### config.mk
export PLATFORM = sky130hd
export DESIGN_NAME = song_sequencer
export DESIGN_NICKNAME = d
export VERILOG_FILES = /design/src/rtl/song_sequencer_pkg.sv /design/src/rtl/song_sequencer_rom.sv /design/src/rtl/song_sequencer.sv
export SDC_FILE = /design/constraint.sdc
export NUM_CORES = 1
export LEC_CHECK = 0
export ABC_AREA = 1
export BUFFER_PORTS_ARGS = -buffer_cell sky130_fd_sc_hd__buf_2
export CORE_MARGIN = 4
export CORE_UTILIZATION = 43
export DETAILED_ROUTE_END_ITERATION = 8
export PLACE_DENSITY = 0.69
export SETUP_SLACK_MARGIN = 0.3
export SKIP_LAST_GASP = 1
export SYNTH_ARGS = -nofsm -noshare
export SYNTH_HDL_FRONTEND = slang
export SYNTH_SLANG_ARGS = --single-unit
### constraint.sdc
create_clock -name CLK -period 2.1 [get_ports CLK]
set_input_delay 0.42 -clock CLK [delete_from_list [all_inputs] [get_ports CLK]]
set_output_delay 0.42 -clock CLK [all_outputs]
set_load 0.05 [all_outputs]
### src/rtl/song_sequencer_pkg.sv
// Shared definitions for the song sequencer: note codes, sequencer states,
// entry field widths and the note-to-LED one-hot decode.
package song_sequencer_pkg;

    localparam int NOTE_W    = 4;
    localparam int DUR_W_DEF = 4;
    localparam int LED_W     = 8;

    localparam logic [NOTE_W-1:0] NOTE_NONE = 4'd0;
    localparam logic [NOTE_W-1:0] NOTE_C4   = 4'd1;
    localparam logic [NOTE_W-1:0] NOTE_D    = 4'd2;
    localparam logic [NOTE_W-1:0] NOTE_E    = 4'd3;
    localparam logic [NOTE_W-1:0] NOTE_F    = 4'd4;
    localparam logic [NOTE_W-1:0] NOTE_G    = 4'd5;
    localparam logic [NOTE_W-1:0] NOTE_A    = 4'd6;
    localparam logic [NOTE_W-1:0] NOTE_B    = 4'd7;
    localparam logic [NOTE_W-1:0] NOTE_C5   = 4'd8;

    typedef enum logic [1:0] {ST_IDLE, ST_PLAY, ST_GAP, ST_DONE} state_t;

    // Codes above C5 are not playable and collapse to silence.
    function automatic logic [NOTE_W-1:0] note_clean(input logic [NOTE_W-1:0] n);
        note_clean = (n > NOTE_C5) ? NOTE_NONE : n;
    endfunction

    // C4 lights the MSB, C5 the LSB; silence lights nothing.
    function automatic logic [LED_W-1:0] note_to_led(input logic [NOTE_W-1:0] n);
        note_to_led = '0;
        if (n >= NOTE_C4 && n <= NOTE_C5)
            note_to_led = 8'h80 >> (n - NOTE_C4);
    endfunction

endpackage

### src/rtl/song_sequencer_rom.sv
// Song ROM: Ode to Joy as {note, duration} entries, zero duration ends the song.
module song_sequencer_rom
    import song_sequencer_pkg::*;
#(
    parameter int ADDR_W = 5,
    parameter int DUR_W  = DUR_W_DEF
) (
    input  logic [ADDR_W-1:0] addr_i,
    output logic [NOTE_W-1:0] note_o,
    output logic [DUR_W-1:0]  dur_o
);

    always_comb begin
        note_o = NOTE_NONE;
        dur_o  = '0;
        case (int'(addr_i))
            0, 1, 6, 11: begin note_o = NOTE_E;  dur_o = DUR_W'(2); end
            2, 5:        begin note_o = NOTE_F;  dur_o = DUR_W'(2); end
            3, 4:        begin note_o = NOTE_G;  dur_o = DUR_W'(2); end
            7, 10:       begin note_o = NOTE_D;  dur_o = DUR_W'(2); end
            8, 9:        begin note_o = NOTE_C4; dur_o = DUR_W'(2); end
            12:          begin note_o = NOTE_E;  dur_o = DUR_W'(3); end
            13:          begin note_o = NOTE_D;  dur_o = DUR_W'(1); end
            14:          begin note_o = NOTE_D;  dur_o = DUR_W'(4); end
            default:     begin note_o = NOTE_NONE; dur_o = '0; end
        endcase
    end

endmodule

### src/rtl/song_sequencer.sv
// Autoplay song sequencer paced by beat_tick. Define SONG_GAP_EN to insert a
// one-tick silent gap after every entry.
module song_sequencer
    import song_sequencer_pkg::*;
#(
    parameter int ADDR_W = 5,
    parameter int DUR_W  = DUR_W_DEF,
    parameter int LOOP   = 0
) (
    input  logic              CLK,
    input  logic              RESET,
    input  logic              beat_tick,
    input  logic              start,
    input  logic              stop,
    output logic [NOTE_W-1:0] note,
    output logic [LED_W-1:0]  Led,
    output logic              playing,
    output logic              done,
    output logic [ADDR_W-1:0] index
);

    state_t              state_q, state_d;
    logic [ADDR_W-1:0]   index_q, index_d;
    logic [DUR_W-1:0]    cnt_q, cnt_d;
    logic [NOTE_W-1:0]   note_q, note_d;
    logic [LED_W-1:0]    led_q;
    logic                playing_q, done_q;

    logic [NOTE_W-1:0]   first_note, next_note;
    logic [DUR_W-1:0]    first_dur, next_dur;

    state_t              lf_state, adv_state;
    logic [NOTE_W-1:0]   lf_note, adv_note;
    logic [DUR_W-1:0]    lf_cnt, adv_cnt;
    logic [ADDR_W-1:0]   adv_index;

    song_sequencer_rom #(.ADDR_W(ADDR_W), .DUR_W(DUR_W)) u_rom_first (
        .addr_i (ADDR_W'(0)),
        .note_o (first_note),
        .dur_o  (first_dur)
    );

    song_sequencer_rom #(.ADDR_W(ADDR_W), .DUR_W(DUR_W)) u_rom_next (
        .addr_i (index_q + ADDR_W'(1)),
        .note_o (next_note),
        .dur_o  (next_dur)
    );

    // Result of (re)starting at entry 0; an empty song never enters PLAY.
    always_comb begin
        lf_state = ST_PLAY;
        lf_note  = note_clean(first_note);
        lf_cnt   = first_dur;
        if (first_dur == '0) begin
            lf_state = (LOOP != 0) ? ST_IDLE : ST_DONE;
            lf_note  = NOTE_NONE;
        end
    end

    // Result of finishing the current entry; the top address always ends the song.
    always_comb begin
        adv_state = ST_PLAY;
        adv_index = index_q + ADDR_W'(1);
        adv_note  = note_clean(next_note);
        adv_cnt   = next_dur;
        if ((&index_q) || next_dur == '0) begin
            if (LOOP != 0) begin
                adv_state = lf_state;
                adv_index = '0;
                adv_note  = lf_note;
                adv_cnt   = lf_cnt;
            end else begin
                adv_state = ST_DONE;
                adv_index = index_q;
                adv_note  = NOTE_NONE;
                adv_cnt   = '0;
            end
        end
    end

    always_comb begin
        state_d = state_q;
        index_d = index_q;
        cnt_d   = cnt_q;
        note_d  = note_q;
        if (stop) begin
            state_d = ST_IDLE;
            index_d = '0;
            cnt_d   = '0;
            note_d  = NOTE_NONE;
        end else begin
            case (state_q)
                ST_IDLE, ST_DONE: begin
                    if (start) begin
                        state_d = lf_state;
                        index_d = '0;
                        cnt_d   = lf_cnt;
                        note_d  = lf_note;
                    end
                end
                ST_PLAY: begin
                    if (beat_tick) begin
                        if (cnt_q > DUR_W'(1)) begin
                            cnt_d = cnt_q - DUR_W'(1);
                        end else begin
`ifdef SONG_GAP_EN
                            state_d = ST_GAP;
                            cnt_d   = '0;
                            note_d  = NOTE_NONE;
`else
                            state_d = adv_state;
                            index_d = adv_index;
                            cnt_d   = adv_cnt;
                            note_d  = adv_note;
`endif
                        end
                    end
                end
`ifdef SONG_GAP_EN
                ST_GAP: begin
                    if (beat_tick) begin
                        state_d = adv_state;
                        index_d = adv_index;
                        cnt_d   = adv_cnt;
                        note_d  = adv_note;
                    end
                end
`endif
                default: begin
                    state_d = ST_IDLE;
                    index_d = '0;
                    cnt_d   = '0;
                    note_d  = NOTE_NONE;
                end
            endcase
        end
    end

    always_ff @(posedge CLK or posedge RESET) begin
        if (RESET) begin
            state_q   <= ST_IDLE;
            index_q   <= '0;
            cnt_q     <= '0;
            note_q    <= NOTE_NONE;
            led_q     <= '0;
            playing_q <= 1'b0;
            done_q    <= 1'b0;
        end else begin
            state_q   <= state_d;
            index_q   <= index_d;
            cnt_q     <= cnt_d;
            note_q    <= note_d;
            led_q     <= note_to_led(note_d);
            playing_q <= (state_d == ST_PLAY) || (state_d == ST_GAP);
            done_q    <= (state_d == ST_DONE);
        end
    end

    assign note    = note_q;
    assign Led     = led_q;
    assign playing = playing_q;
    assign done    = done_q;
    assign index   = index_q;

endmodule

## Yosys cells after proc, flatten, opt, wreduce, memory -nomap -nowiden

Memory sizes are Yosys's and may differ from the RTL's.
Index checks and enable logic that the tools add are counted.

- $add $sub $neg: 3
- Order comparisons: 5
- Equal/unequal tests: 9
- Shift operators: 1
- Multiplexer cells: 30
- Reduce and logical (&&, ||, !) cells: 10

Operator list:

| operator | count |
|---|---|
| $mux 4 | 13 |
| $mux 5 | 5 |
| $mux 8 | 2 |
| $pmux 4 s2 | 2 |
| $mux 2 | 6 |
| $ne 3x3->1 const B | 4 |
| $pmux 5 s2 | 1 |
| $gt 4x4->1 const B | 2 |
| $logic_not 4->1 | 2 |
| $shr 8x4->8 const A | 1 |
| $sub 4x1->4 const B | 2 |
| $eq 2x2->1 const B | 3 |
| $add 5x1->5 const B | 1 |
| $reduce_and 5->1 | 1 |
| $eq 2x1->1 const B | 2 |
| $ge 4x1->1 const B | 1 |
| $gt 4x1->1 const B | 1 |
| $le 4x4->1 const B | 1 |
| $pmux 2 s2 | 1 |
| $reduce_and 4->1 | 1 |
| $logic_not 2->1 | 1 |
| $logic_or 1x1->1 | 2 |
| $reduce_and 2->1 | 1 |
| $reduce_or 2->1 | 1 |
| $logic_and 1x1->1 | 1 |

- Bits in registers: 25
- Memory bits (read-only): 192
- Bits of input ports: 5
- Memories: 2

Memory list:

| name | words | bits a word | rd ports | clocked after memory_dff | write ports | line | source |
|---|---|---|---|---|---|---|---|
| (no name shown) | 16 | 6 | 1 | 0 | 0 | song_sequencer_rom.sv:16 | `case (int'(addr_i))` |
| (no name shown) | 16 | 6 | 1 | 0 | 0 | song_sequencer_rom.sv:16 |  |

## Depth between registers and ports, before layout

Gate-level depths: netlist (run 1).
An unclocked memory read counts as a cell.

- Depth in word-level cells: 13
- Gate-level depth with buffers: 15

## Cells and area by module

A second synthesis (run 1) with hierarchy kept.

- Cell total of the unflattened synthesis: 250
- Area, all modules: 1774.2 um^2

Modules (own cells, without submodules):

| module | times used | cells each | area each (um^2) | sequential area each (um^2) |
|---|---|---|---|---|
| song_sequencer | 1 | 196 | 1514.0 | 625.6 |
| song_sequencer_rom | 2 | 27 | 130.1 | 0.0 |

## Worst setup path before layout (run 1)

Ideal clock, no wire load.

- Kind: reg-to-reg
- Start: register index_q[0] (netlist: index[0])
- End: register playing_q (netlist: playing)
- Setup time: 126 ps
- Arrival: 2460 ps
- Data required time: 1974 ps
- Setup slack: -486 ps
- Stages on the path, launching flop included: 14
- Path buffers: 0
- Period minus slack after synthesis: 2586 ps
- Cells stage by stage: dfrtp_1 > ha_1 > inv_1 > ha_1 > inv_1 > ha_1 > inv_1 > nor2_1 > o21ai_2 > nand2_4 > nand3_1 > nand2_1 > a21oi_1 > ha_1

- Cells in the longest elaborated chain, start to end: 12
- Elaborated cells between the ends (all ways): 14
- Those cells by class: add/sub (1); eq/ne (2); mux (6); reduce/logical (4); memory (1)

Ends and longest elaborated chain:

| element | line | source |
|---|---|---|
| start: declaration | song_sequencer.sv:23 | `logic [ADDR_W-1:0] index_q, index_d;` |
| start signal: assignment | song_sequencer.sv:150 | `index_q <= index_d;` |
| $add 5x1->5 | song_sequencer.sv:44 | `.addr_i (index_q + ADDR_W'(1)),` |
| $mem_v2 16x6 | - |  |
| $mux 8 | song_sequencer_rom.sv:16 |  |
| $logic_not 4->1 | song_sequencer.sv:66 | `if ((&index_q) \|\| next_dur == '0) begin` |
| $logic_or 1x1->1 (*) | song_sequencer.sv:66 |  |
| $mux 2 (*) | song_sequencer.sv:66 |  |
| $mux 2 (*) | song_sequencer.sv:103 | `if (cnt_q > DUR_W'(1)) begin` |
| $mux 2 (*) | song_sequencer.sv:102 | `if (beat_tick) begin` |
| $pmux 2 s2 (*) | song_sequencer.sv:92 | `case (state_q)` |
| $mux 2 (*) | song_sequencer.sv:86 | `if (stop) begin` |
| named net state_d[1] | song_sequencer.sv:22 | `state_t state_q, state_d;` |
| $eq 2x1->1 or $eq 2x2->1 (tied branches) | song_sequencer.sv:154 | `playing_q <= (state_d == ST_PLAY) \|\| (state_d == ST_GAP);` |
| $logic_or 1x1->1 (*) | song_sequencer.sv:154 |  |
| end signal: assignment | song_sequencer.sv:154 |  |
| end: declaration | song_sequencer.sv:27 | `logic playing_q, done_q;` |

The timed path passes the listed nets; every way through them passes the cells marked *.
A chain may end at the register's enable or synchronous reset.

## Final worst setup path (run 1)

- Start: register index_q[0] (netlist: index[0])
- End: register led_q[4] (netlist: Led[4])

- Cells in the longest elaborated chain, start to end: 13
- Elaborated cells between the ends (all ways): 19
- Those cells by class: add/sub (2); order compare (3); shift (1); mux (8); reduce/logical (4); memory (1)

Ends and longest elaborated chain:

| element | line | source |
|---|---|---|
| $add 5x1->5 | song_sequencer.sv:44 |  |
| $mem_v2 16x6 | - |  |
| $mux 8 | song_sequencer_rom.sv:16 |  |
| $gt 4x4->1 or $logic_not 4->1 (tied branches) | song_sequencer_pkg.sv:23, song_sequencer.sv:66 |  |
| $mux 4 or $logic_or 1x1->1 (tied branches) | song_sequencer_pkg.sv:23, song_sequencer.sv:66 |  |
| $mux 4 (*) | song_sequencer.sv:66 |  |
| $mux 4 (*) | song_sequencer.sv:103 |  |
| $mux 4 (*) | song_sequencer.sv:102 |  |
| $pmux 4 s2 (*) | song_sequencer.sv:92 |  |
| $mux 4 (*) | song_sequencer.sv:86 |  |
| $sub 4x1->4, or another cell as far along | song_sequencer_pkg.sv:30 | `note_to_led = 8'h80 >> (n - NOTE_C4);` |
| $shr 8x4->8 or $logic_and 1x1->1 (tied branches) | song_sequencer_pkg.sv:30, song_sequencer_pkg.sv:29 |  |
| $mux 8 (*) | song_sequencer_pkg.sv:29 | `if (n >= NOTE_C4 && n <= NOTE_C5)` |
| end signal: assignment | song_sequencer.sv:153 | `led_q <= note_to_led(note_d);` |
| end: declaration | song_sequencer.sv:26 | `logic [LED_W-1:0] led_q;` |

Every way passes the cells marked *; elsewhere a longest branch is shown, timed or not.

==> metrics, run 1 <==
Final setup viols=16; Clock power frac=13.2%; total clock sinks=25; Layout Nets=251; Critical Path AT=2.50 ns; number of global-route vias before repair=1304; Worst Setup End Kind=flop; post-DR wirelength/cell=13.6 um; ys async rst share=100%; Final Skew=0.00581 ns; largest area contributor in the netlist=dfrtp_1; Antenna Cells=0; startpoint types=flop; DIE AREA=4550 um2; failing checks=negative setup slack; Worst setup endpoint=Led[4]$_DFF_PP0_; Slew HR=56.3%; CTS Buf Count=3; RR Startpoint=index[0]$_DFFE_PP0P_; Sw Pwr=0.744 mW; CTS tree=done; Die Height=67.4 um; slowest stage cell, crit path=dfrtp_4; Syn Area/Cell=8.44 um2; Hold-fix buffers, CTS=0; post-route setup slack=-0.178 ns; data required time of the critical path=2.32 ns; Row Count=21; Main synth FF type=dfrtp_1; Tcrit/Tclk final=108%; cells after synthesis=180; Synth warnings=0; Cell Area, Placed=1810 um2; Final Slew Violations=0; GR Overflow Total=0; Critical Path Source=index[0]$_DFFE_PP0P_; Final GP Congestion=0.824; Peak supply drop=0.509 mV; clock slew at reported path FFs=0.13 ns; # placed instances=257; Logic pwr share=51.6%; Buf/Inv on CP=3; f_max=439 MHz; port bufs=23; vias per cell=5.03; Tightest Pin Transition=0.655 ns; unrepaired setup endpoints after global routing=yes; post-route cell area=2150 um2; global-route wire length before repair=5730 um; WHS=0.156 ns; synthesized net count=198; max incr delay on CP=0.52 ns; delay-heaviest family, CP=simple AND/OR/NAND/NOR gates; crit path kind=reg -> reg; minimum clock period=2.28 ns; Finished Layout Cells=278; CTS root buffer=clkbuf_4; synth unique cells=28; most numerous cell in the Yosys netlist=inv_1; number of H-tree levels=1; I/O Pins=24; drc violations=0; #FFs+latches synth=25; initial antenna violation count=0; share of cells above drive strength 1=48.3%; Mapped Area=1520 um2; die width=67.4 um; Initial Util=45.2%; largest net degree at the start of global routing=18; critical-path maximum fanout=5; R2R cell count=13; reg2reg setup slack=-0.18 ns; number of synthesized flops with an enable pin=0; class of the worst hold path=in -> async; CP cell instances=ha_4 > inv_4 > nor3_2 > ha_1 > nor3b_2 > o21ai_2 > nand2_4 > buf_4 > nand3_4 > nand2_2 > inv_2 > o21ai_2 > nor2_1; Final ANT Viol Nets=0; cell count along the critical path=13; reg-to-reg endpoint=Led[4]$_DFF_PP0_; vias=1399; Overall Global Routing Usage=16.4%; post-DP HPWL=2500 um; synth-to-layout area growth=41.4%; Sw Ratio=45.3%; Int Power=0.896 mW; Crit path top cell by count=o21ai_2; Seq pwr share=35.2%; Yosys top cell area share=41.2%; Iter 0 DRT Violations=65; Worst-Skew Late Latency=0.33 ns; Clock Path Buffers=2; status=finished with violations; wirelength, routed=3790 um; Pwr Total=1.64 mW; drt pass-1 iters=4; Lkg Pwr=1.11 nW; post-synthesis sequential area ratio=41.2%; final hold vios=0; most frequent cells after synthesis=33 x inv_1, 29 x nand2_1, 25 x dfrtp_1; core area=3360 um2; max capacitance violation total=0; Area contributors post-synth=dfrtp_1 41%, ha_1 11%, inv_1 8.2%, nand2_1 7.2%, nand3_1 4.3%; PD cells=764 nW/um2
-- cell type report --
| class | instances | area (um2) |
|---|---|---|
| tap | 46 | 57.6 |
| multi-input combinational | 119 | 955 |
| sequential | 25 | 636 |
| timing repair buffer | 48 | 325 |
| clock buffer | 4 | 26.3 |
| fill | 281 | 1220 |
| inverter | 36 | 148 |
-- power groups by stage --
| stage | Combinational [mW] | Clock (mW) | Sequential [mW] |
|---|---|---|---|
| after CTS | 0.715 | 0.222 | 0.575 |
| after detailed placement | 0.701 | 0 | 0.584 |
| final | 0.846 | 0.217 | 0.576 |
| after global routing | 0.925 | 0.239 | 0.583 |
| after floorplan | 0.400 | 0 | 0.726 |
| after global placement | 0.695 | 0 | 0.583 |
-- flip-flops by register name, summed over array words and instances (netlist names) --
| name | cells |
|---|---|
| state_q | 2 |
| done | 1 |
| index | 5 |
| cnt_q | 4 |
| playing | 1 |
| note | 4 |
| Led | 8 |
-- layout by cell type, fill, tap and decap left out, types with 2 or more instances in the layout --
| cell type | synthesis | final |
|---|---|---|
| a21oi_4 | 1 | 2 |
| buf_2 | 0 | 23 |
| buf_4 | 0 | 19 |
| inv_1 | 33 | 27 |
| clkbuf_4 | 0 | 3 |
| nand3_4 | 0 | 2 |
| dfrtp_2 | 0 | 2 |
| nor3_2 | 1 | 2 |
| inv_2 | 2 | 4 |
| o21ai_2 | 1 | 2 |
| nor2_1 | 16 | 11 |
| nand2_1 | 29 | 22 |
| nand2_4 | 3 | 6 |
| o21ai_0 | 7 | 6 |
| nand3_1 | 13 | 10 |
| nand3_2 | 2 | 3 |
| nor2_2 | 0 | 2 |
| dfrtp_1 | 25 | 21 |
| a21oi_1 | 6 | 5 |
| nor2_4 | 1 | 4 |
| buf_6 | 0 | 6 |
| inv_4 | 1 | 5 |
| ha_4 | 0 | 5 |
| nand2_2 | 7 | 11 |
| ha_1 | 13 | 7 |
| o221ai_2 | 0 | 2 |
| dfrtp_4 | 0 | 2 |
| nand4_1 | 6 | 6 |
-- through the flow --
stage	worst slack [ns]	utilization [%]	setup TNS [ns]
6_report	-0.178	63.8	-1.72
5_1_grt	-0.276	63.8	-3.44
4_1_cts	-0.0378	56.1	-0.101
3_5_place_dp	-0.0531	53.8	-0.129
3_3_place_gp	-0.00292	53.8	-0.00292
2_1_floorplan	-0.0701	-	-0.0728
-- metal layers --
layer	global-route usage [%]	routed length, um	vias up
met5	0	0	-
met4	3.80	23	0
met1	22.9	1680	685
met2	25.4	1940	21
met3	4.16	150	5
li1	-	-	688
-- worst min-delay path by stage --
stage	end	depth (start not counted)	from	slack, ns
5_1_grt	Led[5]$_DFF_PP0_	2	RESET	0.19
3_5_place_dp	index[4]$_DFFE_PP0P_	2	index[4]$_DFFE_PP0P_	0.53
6_report	Led[5]$_DFF_PP0_	2	RESET	0.16
2_1_floorplan	Led[0]$_DFF_PP0_	1	RESET	0.45
3_3_place_gp	index[4]$_DFFE_PP0P_	2	index[4]$_DFFE_PP0P_	0.53
4_1_cts	note[0]$_DFF_PP0_	2	RESET	0.18
-- cells by family after synthesis --
family                   Yosys count  synth area share [%]
AO/OA/AOI/OAI                     22                  9.39
XOR/XNOR                           1                 0.577
adder cells (fa/ha/maj)           13                  10.7
buffers and inverters             36                  9.06
flip-flops                        25                  41.2
AND/OR/NAND/NOR                   83                  29.1
-- timing repair --
| item | in CTS | in global routing |
|---|---|---|
| gates resized for setup | 4 | 42 |
| setup buffers | 5 | 12 |
| endpoints found under the setup margin | 19 | 24 |
| pin swaps | 4 | 15 |
Note: power is estimated with default switching activity, not from simulation.
==> run 2: changes to the inputs <==
- GPL_TIMING_DRIVEN: default -> 0
==> metrics, run 2 (synthesized netlist as in run 1, its figures left out) <==
slowest stage cell, crit path=dfrtp_4; number of global-route vias before repair=1218; R2R cell count=11; number of H-tree levels=1; total clock sinks=25; share of cells above drive strength 1=44.6%; CTS tree=done; minimum clock period=2.17 ns; WHS=0.248 ns; Critical Path Source=index[1]$_DFFE_PP0P_; post-route setup slack=-0.0661 ns; Iter 0 DRT Violations=46; vias per cell=4.89; status=finished with violations; failing checks=negative setup slack; Worst-Skew Late Latency=0.33 ns; max reg flops=8; vias=1320; f_max=462 MHz; drt pass-1 iters=4; max incr delay on CP=0.53 ns; largest net degree at the start of global routing=26; Final setup viols=6; Critical Path AT=2.43 ns; RR Startpoint=index[1]$_DFFE_PP0P_; wirelength, routed=3350 um; CTS Buf Count=3; CTS root buffer=clkbuf_4; I/O Pins=24; Buf/Inv on CP=1; drc violations=0; final core area utilization=60.3%; post-DP HPWL=2350 um; reg2reg setup slack=-0.07 ns; global-route wire length before repair=5560 um; Initial Util=45.2%; Die Height=67.4 um; data required time of the critical path=2.36 ns; Final GP Congestion=0.840; fill count=290; die width=67.4 um; Antenna Cells=0; clock slew at reported path FFs=0.15 ns; initial antenna violation count=0; DIE AREA=4550 um2; final hold vios=0; CP cell instances=ha_4 > inv_4 > nor3_4 > ha_4 > nor3b_4 > o21ai_2 > nand2_4 > nand2_4 > a21oi_4 > nand2_2 > o22ai_1; core area=3360 um2; crit path kind=reg -> reg; Overall Global Routing Usage=16.1%; Worst Setup End Kind=flop; Clock Path Buffers=2; reg-to-reg endpoint=index[2]$_DFFE_PP0P_; Tightest Pin Transition=0.891 ns; Layout Nets=243; unrepaired setup endpoints after global routing=yes; Final Slew Violations=0; Slew HR=40.5%; PD cells=787 nW/um2; max capacitance violation total=0; Lkg Pwr=1.06 nW; most common cell after layout, fill and taps aside=inv_1; critical-path maximum fanout=8; Tcrit/Tclk final=103%; startpoint types=flop; post-DR wirelength/cell=12.4 um; Final Skew=0.00620 ns; Peak supply drop=0.391 mV; Row Count=21; most frequent cells in the layout=27 x inv_1, 26 x nand2_1, 23 x buf_2; Hold-fix buffers, CTS=0; class of the worst hold path=in -> async; delay-heaviest family, CP=simple AND/OR/NAND/NOR gates; port bufs=23; Worst setup endpoint=index[2]$_DFFE_PP0P_; cell count along the critical path=11; synth-to-layout area growth=33.4%; Final ANT Viol Nets=0; GR Overflow Total=0
run 2: final cells by class:
cell class | count | area (um2) | area share, %
multi-input combinational | 119 | 912 | 45.0
sequential | 25 | 636 | 31.4
timing repair buffer | 40 | 246 | 12.2
inverter | 36 | 145 | 7.16
tap | 46 | 57.6 | 2.84
clock buffer | 3 | 22.5 | 1.11
clock inverter | 1 | 7.51 | 0.370
run 2: worst min path at each step:
stage                               from              endpoint
floorplan                          RESET      Led[0]$_DFF_PP0_
global placement    index[4]$_DFFE_PP0P_  index[4]$_DFFE_PP0P_
detailed placement  index[4]$_DFFE_PP0P_  index[4]$_DFFE_PP0P_
CTS                                RESET  cnt_q[3]$_DFFE_PP0P_
global route                       RESET  cnt_q[1]$_DFFE_PP0P_
finish                             RESET  cnt_q[3]$_DFFE_PP0P_
run 2: power by group:
part	switching (mW)	internal, mW	total [mW]
clock network	0.161	0.0730	0.234
logic	0.526	0.263	0.788
registers	0.0329	0.541	0.574
run 2: repair_timing:
item | in CTS | in global routing
buffers inserted | 9 | 8
setup endpoints to repair | 22 | 24
resized for setup | 9 | 23
pin swaps | 14 | 12
run 2: per-layer routing:
layer / part of all wire [%] / global-route usage (%) / up-vias
li1: - / - / 672
met1: 46 / 22.7 / 614
met2: 49 / 25.3 / 29
met3: 3.7 / 2.50 / 5
met4: 1.3 / 5.32 / 0
met5: 0 / 0 / -
run 2: worst register-to-register path, delay by kind of cell (launching register included):
kind | cells | cell delay, ns
compound gates | 3 | 0.54
fa+ha+maj | 2 | 0.41
simple gates | 5 | 0.55
buf+inv | 1 | 0.06
flops | 1 | 0.53
run 2: stage by stage:
step | std cells | setup TNS [ns] | worst slack [ns] | power (mW) | cell area, um2
floorplan | 180 | -0.0728 | -0.0701 | 1.13 | 1580
global placement | 249 | -1.32 | -0.147 | 1.25 | 1750
detailed placement | 249 | -1.36 | -0.150 | 1.25 | 1750
CTS | 262 | -0.898 | -0.0925 | 1.55 | 1880
global route | 270 | -1.58 | -0.165 | 1.71 | 2030
finish | 270 | -0.213 | -0.0661 | 1.60 | 2030
==> run 3: changes to the inputs <==
- BUFFER_PORTS_ARGS: -buffer_cell sky130_fd_sc_hd__buf_2 -> default
- DONT_BUFFER_PORTS: default -> 1
- PLACE_DENSITY: 0.69 -> 0.63
- SLEW_MARGIN: default -> 20
==> metrics, run 3 (synthesized netlist as in run 1, its figures left out) <==
status=finished with violations; failing checks=negative setup slack; global-route wire length before repair=5770 um; clock slew at reported path FFs=0.13 ns; data required time of the critical path=2.35 ns; number of H-tree levels=1; drc violations=0; vias per cell=5.14; startpoint types=flop; Final Skew=0.00403 ns; Clock Path Buffers=2; Slew HR=39.4%; total clock sinks=25; DP Worst Slack=-0.260 ns; Final Slew Violations=0; Critical Path AT=2.55 ns; Final GP Congestion=0.844; setup TNS=-1.91 ns; # placed instances=226; unrepaired setup endpoints after global routing=yes; CTS root buffer=clkbuf_4; post-DP HPWL=2510 um; final hold vios=0; share of cells above drive strength 1=36.4%; port bufs=0; DIE AREA=4550 um2; class of the worst hold path=in -> async; Tightest Pin Transition=0.908 ns; Clock power frac=13.9%; Hold-fix buffers, CTS=0; vias=1239; largest net degree at the start of global routing=26; Row Count=21; post-route setup slack=-0.208 ns; Finished Layout Cells=241; Peak supply drop=0.486 mV; synth-to-layout area growth=25.0%; max reg flops=8; max capacitance violation total=0; minimum clock period=2.31 ns; initial antenna violation count=0; Iter 0 DRT Violations=53; die width=67.4 um; critical-path maximum fanout=8; final core area utilization=56.5%; FF+latch area=638 um2; Sw Ratio=45.9%; Sw Pwr=0.704 mW; post-DR wirelength/cell=14.3 um; GR Overflow Total=0; Initial Util=45.2%; Final ANT Viol Nets=0; PD cells=807 nW/um2; I/O Pins=24; CTS tree=done; Overall Global Routing Usage=17.2%; Worst Setup End Kind=flop; number of global-route vias before repair=1274; R2R cell count=11; Int Power=0.829 mW; Antenna Cells=0; Lkg Pwr=0.947 nW; Final setup viols=18; Seq pwr share=47.6%; most common cell after layout, fill and taps aside=inv_1; Tcrit/Tclk final=110%; f_max=433 MHz; most frequent cells in the layout=27 x inv_1, 25 x nand2_1, 21 x dfrtp_1; Worst-Skew Late Latency=0.32 ns; area taken by multi-input logic gates=938 um2; Logic pwr share=38.6%; crit path kind=reg -> reg; CTS Buf Count=3; Layout Nets=214; core area=3360 um2; drt pass-1 iters=4; fill count=312; wirelength, routed=3440 um; Die Height=67.4 um
==> run 3: cell types whose count changed in the layout (fill, tap and decap cells not counted), moves of 2 or more <==
cell,delta
buf_4,-11
buf_6,+4
inv_2,+2
nand2_2,-3
buf_2,-23
nand2_4,+4
inv_4,-2
==> run 3: repair_timing <==
action / CTS / global route
setup buffers: 11 / 0
gates resized for setup: 7 / 31
endpoints found under the setup margin: 22 / 24
pin swaps: 12 / 10
==> run 3: worst max-delay path, stage by stage, from the launching register on <==
cell and delay (ns):
dfrtp_4 0.63, ha_4 0.21, inv_4 0.07, ha_4 0.20, buf_6 0.13, nor3b_4 0.22, o21ai_2 0.10, nand2_4 0.11
nand2_4 0.06, a21oi_4 0.25, nand2_2 0.10, o22ai_1 0.14
==> run 3: power groups by stage <==
stage                     logic [mW]  clock network [mW]  registers [mW]
after CTS                      0.529               0.225           0.729
after global placement         0.465                   0           0.739
final                          0.591               0.212           0.729
after floorplan                0.400                   0           0.726
after global routing           0.669               0.241           0.735
after detailed placement       0.487                   0           0.741
==> run 3: stage by stage <==
stage	hold slack (ns)	power [mW]	area (um2)
floorplan	0.447	1.13	1580
global placement	0.543	1.20	1630
detailed placement	0.548	1.23	1630
CTS	0.221	1.48	1770
global route	0.244	1.64	1900
finish	0.166	1.53	1900
==> run 3: area by class of cell <==
| class | instances | area share (%) |
|---|---|---|
| clock buffers | 3 | 1.19 |
| clock inverters | 1 | 0.264 |
| inverters | 36 | 7.38 |
| multi-input cells | 119 | 49.4 |
| flip-flops and latches | 25 | 33.6 |
| well taps | 46 | 3.03 |
| repair buffers | 11 | 5.14 |
==> run 3: path summary, 6_finish.rpt <==
check | startpoint | end | slack (ns)
max in group asynchronous | RESET | index[1]$_DFFE_PP0P_ | 1.28
min in group CLK | stop | state_q[0]$_DFF_PP0_ | 0.30
hold / removal | RESET | note[0]$_DFF_PP0_ | 0.17
setup / recovery | index[1]$_DFFE_PP0P_ | index[2]$_DFFE_PP0P_ | -0.21
setup reg to reg | index[1]$_DFFE_PP0P_ | index[2]$_DFFE_PP0P_ | -0.21
hold reg to reg | cnt_q[0]$_DFFE_PP0P_ | cnt_q[0]$_DFFE_PP0P_ | 0.59
==> run 3: per-layer routing <==
layer / global-route usage (%) / up-vias / wire [um]
met1: 20.5 / 594 / 1470
li1: - / 612 / -
met3: 4.66 / 11 / 135
met2: 29.0 / 22 / 1740
met4: 7.09 / 0 / 86
met5: 0 / - / 0
